[src/rtl/inv_byte_substitution_engine.sv]
// Iterative AES InvSubBytes: per byte, inverse affine then GF(2^8) inversion as a^254.
// Two GF multiplies per cycle; one byte per 8 cycles, no lookup table.
module inv_byte_substitution_engine #(
  parameter int NUM_BYTES = 16
) (
  input  logic                     clk,
  input  logic                     rst,
  input  logic                     in_valid,
  output logic                     in_ready,
  input  logic [8*NUM_BYTES-1:0]   in_state,
  output logic                     out_valid,
  input  logic                     out_ready,
  output logic [8*NUM_BYTES-1:0]   out_state,
  output logic                     busy
);

  localparam int BW = (NUM_BYTES > 1) ? $clog2(NUM_BYTES) : 1;
  localparam logic [BW-1:0] LAST_IDX = BW'(NUM_BYTES - 1);

  typedef enum logic [1:0] {S_IDLE, S_LOAD, S_ITER, S_DONE} state_t;

  state_t                 r_state, w_state_next;
  logic [8*NUM_BYTES-1:0] r_work, r_result, w_result_next;
  logic [BW-1:0]          r_byte_idx;
  logic [2:0]             r_k;
  logic [7:0]             r_sq, r_acc;
  logic [7:0]             w_sq_next, w_acc_next, w_s, w_a;
  logic [7:0]             w_work_bytes [NUM_BYTES];
  logic                   w_accept, w_write;

  // GF(2^8) multiply modulo x^8+x^4+x^3+x+1
  function automatic logic [7:0] gf_mul(input logic [7:0] x, input logic [7:0] y);
    logic [7:0] p;
    logic [7:0] m;
    p = 8'h00;
    m = x;
    for (int b = 0; b < 8; b++) begin
      if (y[b]) p = p ^ m;
      m = {m[6:0], 1'b0} ^ (m[7] ? 8'h1B : 8'h00);
    end
    return p;
  endfunction

  assign w_accept = (r_state == S_IDLE) && in_valid;
  assign w_write  = (r_state == S_ITER) && (r_k == 3'd7);

  // Byte 0 sits in the most significant position of both state words
  genvar gi;
  generate
    for (gi = 0; gi < NUM_BYTES; gi++) begin : g_bytes
      assign w_work_bytes[gi] = r_work[8*(NUM_BYTES-gi)-1 -: 8];
      assign w_result_next[8*(NUM_BYTES-gi)-1 -: 8] =
        (w_write && (r_byte_idx == BW'(gi))) ? w_acc_next
                                             : r_result[8*(NUM_BYTES-gi)-1 -: 8];
    end
  endgenerate

  assign w_s = w_work_bytes[r_byte_idx];
  assign w_a = {w_s[6:0], w_s[7]} ^ {w_s[4:0], w_s[7:5]} ^ {w_s[1:0], w_s[7:2]} ^ 8'h05;

  // After seven steps sq = a^128 and acc = a^(2+4+...+128) = a^254
  assign w_sq_next  = gf_mul(r_sq, r_sq);
  assign w_acc_next = gf_mul(r_acc, w_sq_next);

  always_ff @(posedge clk) begin
    if (rst) r_state <= S_IDLE;
    else     r_state <= w_state_next;
  end

  always_comb begin
    w_state_next = r_state;
    in_ready     = 1'b0;
    out_valid    = 1'b0;
    busy         = 1'b0;
    case (r_state)
      S_IDLE: begin
        in_ready = 1'b1;
        if (in_valid) w_state_next = S_LOAD;
      end
      S_LOAD: begin
        busy         = 1'b1;
        w_state_next = S_ITER;
      end
      S_ITER: begin
        busy = 1'b1;
        if (r_k == 3'd7) w_state_next = (r_byte_idx == LAST_IDX) ? S_DONE : S_LOAD;
      end
      S_DONE: begin
        out_valid = 1'b1;
        if (out_ready) w_state_next = S_IDLE;
      end
      default: w_state_next = S_IDLE;
    endcase
  end

  always_ff @(posedge clk) begin
    if (rst) begin
      r_work     <= '0;
      r_result   <= '0;
      r_byte_idx <= '0;
      r_k        <= 3'd0;
      r_sq       <= 8'h00;
      r_acc      <= 8'h00;
    end else begin
      r_result <= w_result_next;
      if (w_accept) begin
        r_work     <= in_state;
        r_byte_idx <= '0;
      end
      case (r_state)
        S_LOAD: begin
          r_sq  <= w_a;
          r_acc <= 8'h01;
          r_k   <= 3'd1;
        end
        S_ITER: begin
          r_sq  <= w_sq_next;
          r_acc <= w_acc_next;
          r_k   <= r_k + 3'd1;
          if ((r_k == 3'd7) && (r_byte_idx != LAST_IDX)) r_byte_idx <= r_byte_idx + 1'b1;
        end
        default: ;
      endcase
    end
  end

  assign out_state = r_result;

endmodule
[config.mk]
export PLATFORM = sky130hd
export DESIGN_NAME = inv_byte_substitution_engine
export DESIGN_NICKNAME = d
export VERILOG_FILES = /design/src/rtl/inv_byte_substitution_engine.sv
export SDC_FILE = /design/constraint.sdc
export NUM_CORES = 1
export LEC_CHECK = 0
export CORE_MARGIN = 4
export CORE_UTILIZATION = 45
export CTS_BUF_LIST = sky130_fd_sc_hd__clkbuf_2 sky130_fd_sc_hd__clkbuf_4 sky130_fd_sc_hd__clkbuf_8
export DETAILED_ROUTE_END_ITERATION = 16
export HOLD_SLACK_MARGIN = 0.08
export PLACE_DENSITY = 0.83
export SLEW_MARGIN = 30
export SYNTH_ARGS = -nofsm -noshare
export SYNTH_HDL_FRONTEND = slang
export SYNTH_SLANG_ARGS = --single-unit
[constraint.sdc]
create_clock -name clk -period 4.54 [get_ports clk]
set_clock_uncertainty 0.15 [all_clocks]
set_input_delay 0.908 -clock clk [delete_from_list [all_inputs] [get_ports clk]]
set_output_delay 0.908 -clock clk [all_outputs]
set_load 0.02 [all_outputs]
* After elaboration in Yosys (flattened, before gate mapping)
Cells that the tools add are included.
Storage, ports and cells: flip-flop bits (word level) 281, bits of input ports 132, output and inout port bits 131
Cells by class: add/sub/neg operators 2, magnitude comparators 1, equality and inequality tests 23, mux-type cells 47, bitwise gates (word level) 32, reductions and logical operators 24
Operators by type and width (number):
- 2-to-1 mux 8 bit | 18
- XOR 8 bit | 16
- XOR 8 x 5 -> 8 bit | 14
- 2-to-1 mux 5 bit | 14
- binary-select mux 8 bit (select 4 bit) | 1
- == test 4 bit (second input constant) | 8
- case mux 8 bit (2 select lines) | 2
- logical AND 1 bit | 19
- == test 4 x 3 -> 1 bit (second input constant) | 4
- 2-to-1 mux 4 bit | 3
- == test 4 x 2 -> 1 bit (second input constant) | 2
- 2-to-1 mux 2 bit | 4
- case mux 2 bit (4 select lines) | 1
- case mux 3 bit (2 select lines) | 1
- greater-or-equal comparator 5 bit (second input constant) | 1
- inverter 4 -> 5 bit | 1
- adder 4 x 1 -> 4 bit (second input constant) | 1
- == test 2 bit (second input constant) | 2
- == test 4 x 1 -> 1 bit (second input constant) | 1
- logical NOT 4 bit | 1
- inequality test 2 bit (second input constant) | 2
- inequality test 4 bit (second input constant) | 1
- adder 3 x 1 -> 3 bit (second input constant) | 1
- == test 3 bit (second input constant) | 1
- 8 further kinds | 10

* Logic depth before layout (Yosys ltp)
Gate-level depths: netlist of the first run.
depth in word-level cells 32, gate-level depth with buffers 14

* Least setup slack after synthesis of the first run
OpenSTA, ideal clock, no wires.
kind register to register, start point register r_sq[7], end point register r_result[25] (netlist: out_state[25]), data arrival time 3.188 ns, required time 4.304 ns, slack 1.116 ns, cell stages (with the launch flop) 14, path buffers 3, period minus slack after synthesis 3.424 ns, path through dfxtp_1 ha_1 buf_2 xor2_1 a2111o_1 o31a_1 and3_1 o21a_1 clkbuf_1 nor3b_1 xnor2_1 xnor3_1 buf_2 a211oi_1
On the way: cells in the longest elaborated chain, start to end 31
RTL lines:
- start: declaration | RTL line 26 | logic [7:0] r_sq, r_acc;
- start signal: assignment | RTL line 112 | r_sq <= w_a;
- start signal: assignment | RTL line 117 | r_sq <= w_sq_next;
- 2-to-1 mux 5 bit | RTL line 39 | m = {m[6:0], 1'b0} ^ (m[7] ? 8'h1B : 8'h00);
- XOR 8 x 5 -> 8 bit | RTL line 39
- XOR 8 bit | RTL line 38 | if (y[b]) p = p ^ m;
- 2-to-1 mux 8 bit | RTL line 38
- XOR 8 bit | RTL line 38
- 2-to-1 mux 8 bit | RTL line 38
- XOR 8 bit | RTL line 38
- 2-to-1 mux 8 bit | RTL line 38
- [... 15 more ...]
- XOR 8 bit | RTL line 38
- 2-to-1 mux 8 bit | RTL line 38
- XOR 8 bit | RTL line 38
- 2-to-1 mux 8 bit | RTL line 38
- XOR 8 bit | RTL line 38
- 2-to-1 mux 8 bit | RTL line 38
- XOR 8 bit | RTL line 38
- 2-to-1 mux 8 bit (*) | RTL line 38
- end signal: assignment | RTL line 105 | r_result <= w_result_next;
- end: declaration | RTL line 23 | logic [8*NUM_BYTES-1:0] r_work, r_result, w_result_next;
Mark *: on every way between the ends. The rest lies on a longest branch, timed or not. A chain may end at the register's enable or synchronous reset.

* Final worst setup path of the first run
start point register r_sq[0], end point register r_result[28] (netlist: out_state[28])
On the way: cells in the longest elaborated chain, start to end 30
RTL lines (RTL line):
- 2-to-1 mux 8 bit | 38
- XOR 8 bit | 38
- 2-to-1 mux 8 bit | 38
- XOR 8 bit | 38
- 2-to-1 mux 8 bit | 38
- XOR 8 bit | 38
- 2-to-1 mux 8 bit | 38
- XOR 8 bit | 38
- [... 14 more ...]
- XOR 8 bit | 38
- 2-to-1 mux 8 bit | 38
- XOR 8 bit | 38
- 2-to-1 mux 8 bit | 38
- XOR 8 bit | 38
- 2-to-1 mux 8 bit | 38
- XOR 8 bit | 38
- 2-to-1 mux 8 bit (*) | 38
Marked as above.

==> results of run 1 <==
[cells in the final DEF (no fill, tap or decap), types with 10 or more instances in the layout]
master	Yosys	routed
sky130_fd_sc_hd__xor2_1	32	32
sky130_fd_sc_hd__nor3_1	10	10
sky130_fd_sc_hd__ha_1	10	10
sky130_fd_sc_hd__clkbuf_4	0	12
sky130_fd_sc_hd__inv_1	13	13
sky130_fd_sc_hd__nand3b_1	17	17
sky130_fd_sc_hd__nand2_1	328	327
sky130_fd_sc_hd__xnor3_1	10	10
sky130_fd_sc_hd__clkbuf_8	0	58
sky130_fd_sc_hd__nand3_1	21	21
sky130_fd_sc_hd__clkdlybuf4s50_1	0	261
sky130_fd_sc_hd__buf_4	4	25
sky130_fd_sc_hd__o211ai_1	17	17
sky130_fd_sc_hd__a211oi_1	102	102
sky130_fd_sc_hd__xnor2_1	56	56
sky130_fd_sc_hd__and2_0	15	15
sky130_fd_sc_hd__mux4_2	40	40
sky130_fd_sc_hd__a311oi_1	18	18
sky130_fd_sc_hd__a21oi_1	151	151
sky130_fd_sc_hd__o21ai_0	20	20
sky130_fd_sc_hd__o311ai_1	12	12
sky130_fd_sc_hd__nor2_1	178	178
sky130_fd_sc_hd__dfxtp_1	281	279
[power breakdown]
part / total [W] / leakage [nW] / internal, W / switching, W
registers: 0.00288 / 2.29 / 0.00269 / 0.000190
clock network: 0.00235 / 0.524 / 0.00135 / 0.00100
logic: 0.00332 / 3.14 / 0.00120 / 0.00211
[sequential cells by signal, summed over array words and instances (netlist names)]
register	cells
out_state	128
r_k	3
r_sq	8
r_acc	8
r_state	2
r_byte_idx	4
r_work	128
[through the flow]
| stage | std cells | utilization [%] | hold slack [ns] | cell area, sq um | worst slack [ns] |
|---|---|---|---|---|---|
| finish | 2211 | 58.54 | 0.3019 | 17490 | 0.4904 |
| CTS | 2211 | 58.54 | 0.3037 | 17490 | 0.5327 |
| detailed placement | 2131 | 55.21 | 0.2947 | 16490 | 0.5572 |
| floorplan | 1587 | - | 0.2831 | 13710 | 1.116 |
| global route | 2211 | 58.54 | 0.3223 | 17490 | 0.2544 |
| global placement | 2131 | 55.21 | 0.2887 | 16490 | 0.7050 |
[per-layer routing]
| metal | vias up | part of all wire (%) | global-route usage [%] |
|---|---|---|---|
| met5 | - | 0 | 0 |
| met4 | 0 | 4.4 | 10.96 |
| met3 | 104 | 6.5 | 4.325 |
| met2 | 499 | 49 | 39.96 |
| met1 | 5962 | 40 | 29.18 |
| li1 | 5952 | - | - |
[critical path: stages, from the launching register on]
cell	delay [ns]
sky130_fd_sc_hd__dfxtp_1	0.52
sky130_fd_sc_hd__ha_1	0.39
sky130_fd_sc_hd__xnor2_1	0.19
sky130_fd_sc_hd__o211a_1	0.27
sky130_fd_sc_hd__nor2_1	0.65
sky130_fd_sc_hd__nor2_1	0.11
sky130_fd_sc_hd__xnor2_1	0.19
sky130_fd_sc_hd__a2bb2oi_1	0.10
sky130_fd_sc_hd__xor2_1	0.20
sky130_fd_sc_hd__xnor3_1	0.93
sky130_fd_sc_hd__a211oi_1	0.17
[logic make-up (layout without fill, tap and decap cells)]
group                    after synthesis  after routing  share of synthesized area, %
multiplexers                          48             48                         7.185
AND/OR/NAND/NOR                      620            620                         19.32
AO/OA/AOI/OAI                        369            369                         18.17
flip-flops                           281            281                         41.04
adder cells (fa/ha/maj)               10             10                        0.9129
buffers and inverters                152            386                         4.711
XOR/XNOR                             107            107                         8.664
[how the worst max path moves through the flow]
stage,to,from,slack (ns),depth (start not counted)
finish,out_state[28],r_sq[0],0.49,10
floorplan,out_state[25],r_sq[7],1.12,13
global placement,r_acc[4],r_sq[0],0.71,10
CTS,r_acc[4],r_sq[0],0.53,10
global route,out_state[100],r_sq[0],0.25,10
detailed placement,r_acc[4],r_sq[0],0.56,10
[layout make-up]
type	instances	share of cell area (%)
inverter	16	0.3434
sequential	281	32.18
multi-input combinational	1154	42.57
clock inverter	11	0.6868
timing repair buffer	290	16.43
tap	390	2.790
clock buffer	69	5.001
==> results.md, run 1 <==
* Total global routing overflow at 0
* RSZ-0062 raised after global routing: no
* First-pass GRT wire length at 64.80 mm
* Reg-to-reg setup timing slack at 0.49 ns
* Total via count after detailed routing at 12520
* Worst Hold Launch: r_work[20]
* Die span in x at 182.5 microns
* Number of buffers added on ports at 262
* Violation count after the first detailed-route iteration at 1006
* Peak ir drop on the vdd network at 312.1 uV
* Number of nets in the synthesized netlist at 1729
* Number of buffers inserted during clock tree synthesis at 45
* FF+latch count, synth at 281
* Routed length per instance at 18.54 microns
* Arr. time, crit path at 4.28 ns
* Number of rows created at floorplan at 63
* Layout overhead on the synthesized area at 27.61%
* Combined global-route utilization of all metal layers at 23.60%
* Pin count of the biggest net entering global routing at 133
* Number of synthesized flops with an enable pin at 0
* TritonCTS sink count at 281
* CTS max path bufs at 3
* DR pass1 iterations at 6
* Layout Nets at 1930
* Worst Setup Path Type: reg2reg
* Power per Cell Area at 489.0 nW/um^2
* Final weighted congestion in routability-driven placement at 0.9178
* Clock-pin slew on the worst setup and hold paths at 0.07 ns
* Mean post-synth cell area at 8.636 sq um
* Core Box Area at 29870 sq um
* Worst-case reg-to-reg path depth at 10
* Syn Std Cell Area at 13710 sq um
* Post-synth cell types at 75
* R2R Path Start: r_sq[0]
* Most numerous cell in the Yosys netlist: sky130_fd_sc_hd__nand2_1
* Synth area leaders: sky130_fd_sc_hd__dfxtp_1 41%, sky130_fd_sc_hd__nand2_1 9.0%, sky130_fd_sc_hd__mux4_2 6.6%
* Synth Warn # at 0
* Worst min-delay path endpoint: r_work[20]
* Buffer cell driving the clock tree root: sky130_fd_sc_hd__clkbuf_8
* Share of async-settable or async-resettable flops after synthesis at 0%
* H-tree level count at 2
* Final-layout fill cell count at 2425
* Post-Syn Instances at 1587
* Number of antenna violations at the first check in global routing at 0
* Post-layout total power at 0.008552 W
* CP startpoint kind: flop
* Post-Route WL at 40.98 mm
* Die Footprint at 33310 sq um
* Area of combinational cells with multiple inputs at 7445 sq um
* DPL Wire Length at 28.68 mm
* Most common flop cell mapped by yosys: sky130_fd_sc_hd__dfxtp_1
* Synth top area share at 41.04%
* Hold buffer count at CTS at 0
* Sequential Area at 5628 sq um
* Kind of path behind the tightest hold check: reg2reg
* Sequential area share after synthesis at 41.04%
* Fraction of final layout cells sized beyond drive strength 1 at 10.05%
* Number of nets with antenna violations after routing at 0
* Clock latency at the later pin of the worst-skew pair at 0.56 ns
* CP Data Required Time at 4.77 ns
* Status: finished, final reports clean
* CTS tree: done
* Ratio of routed vias to standard cells at 5.661
* Y dimension of the die at 182.5 microns
* Post-CTS sizing at 0
* Highest Clock Rate at 0.2469 GHz
* Tightest Pin Transition at 0.9052 ns
* Share of the clock period used by the worst path after layout at 89.20%
* Worst reg2reg endpoint: out_state[28]
* Post-synth top cells: 328 x sky130_fd_sc_hd__nand2_1, 281 x sky130_fd_sc_hd__dfxtp_1, 178 x sky130_fd_sc_hd__nor2_1, 151 x sky130_fd_sc_hd__a21oi_1, 102 x sky130_fd_sc_hd__a211oi_1
* Most area-hungry cell type in the Yosys netlist: sky130_fd_sc_hd__dfxtp_1
* Static Leak at 5.951 nW
* Critical-path maximum fanout at 17
* Hold-critical path depth at 2
* Antenna Cells at 0
* Setup Fix Bufs, Post-CTS at 0
* Final count of negative-setup-slack endpoints at 0
* Clock period minus worst slack at 4.050 ns
* Ports at 263
* DRC violations left at 0
* Count of final max-slew check failures at 0
* Slew HR at 39.65%
* Vias in the first global route at 12140
* Total negative setup slack at 0 ns
* Final Hold Fails at 0
* Initial Utilization at 45.88%
* Endpoint type of the worst setup path: flop
* Number of maximum-capacitance violations at 0
No activity file was read; power rests on OpenSTA's default activity.
==> run 2: changes to the inputs <==
Settings changed: SKIP_LAST_GASP from default to 1.
==> results of run 2 <==
The final DEF is identical to that of run 1; final timing and power are the same.
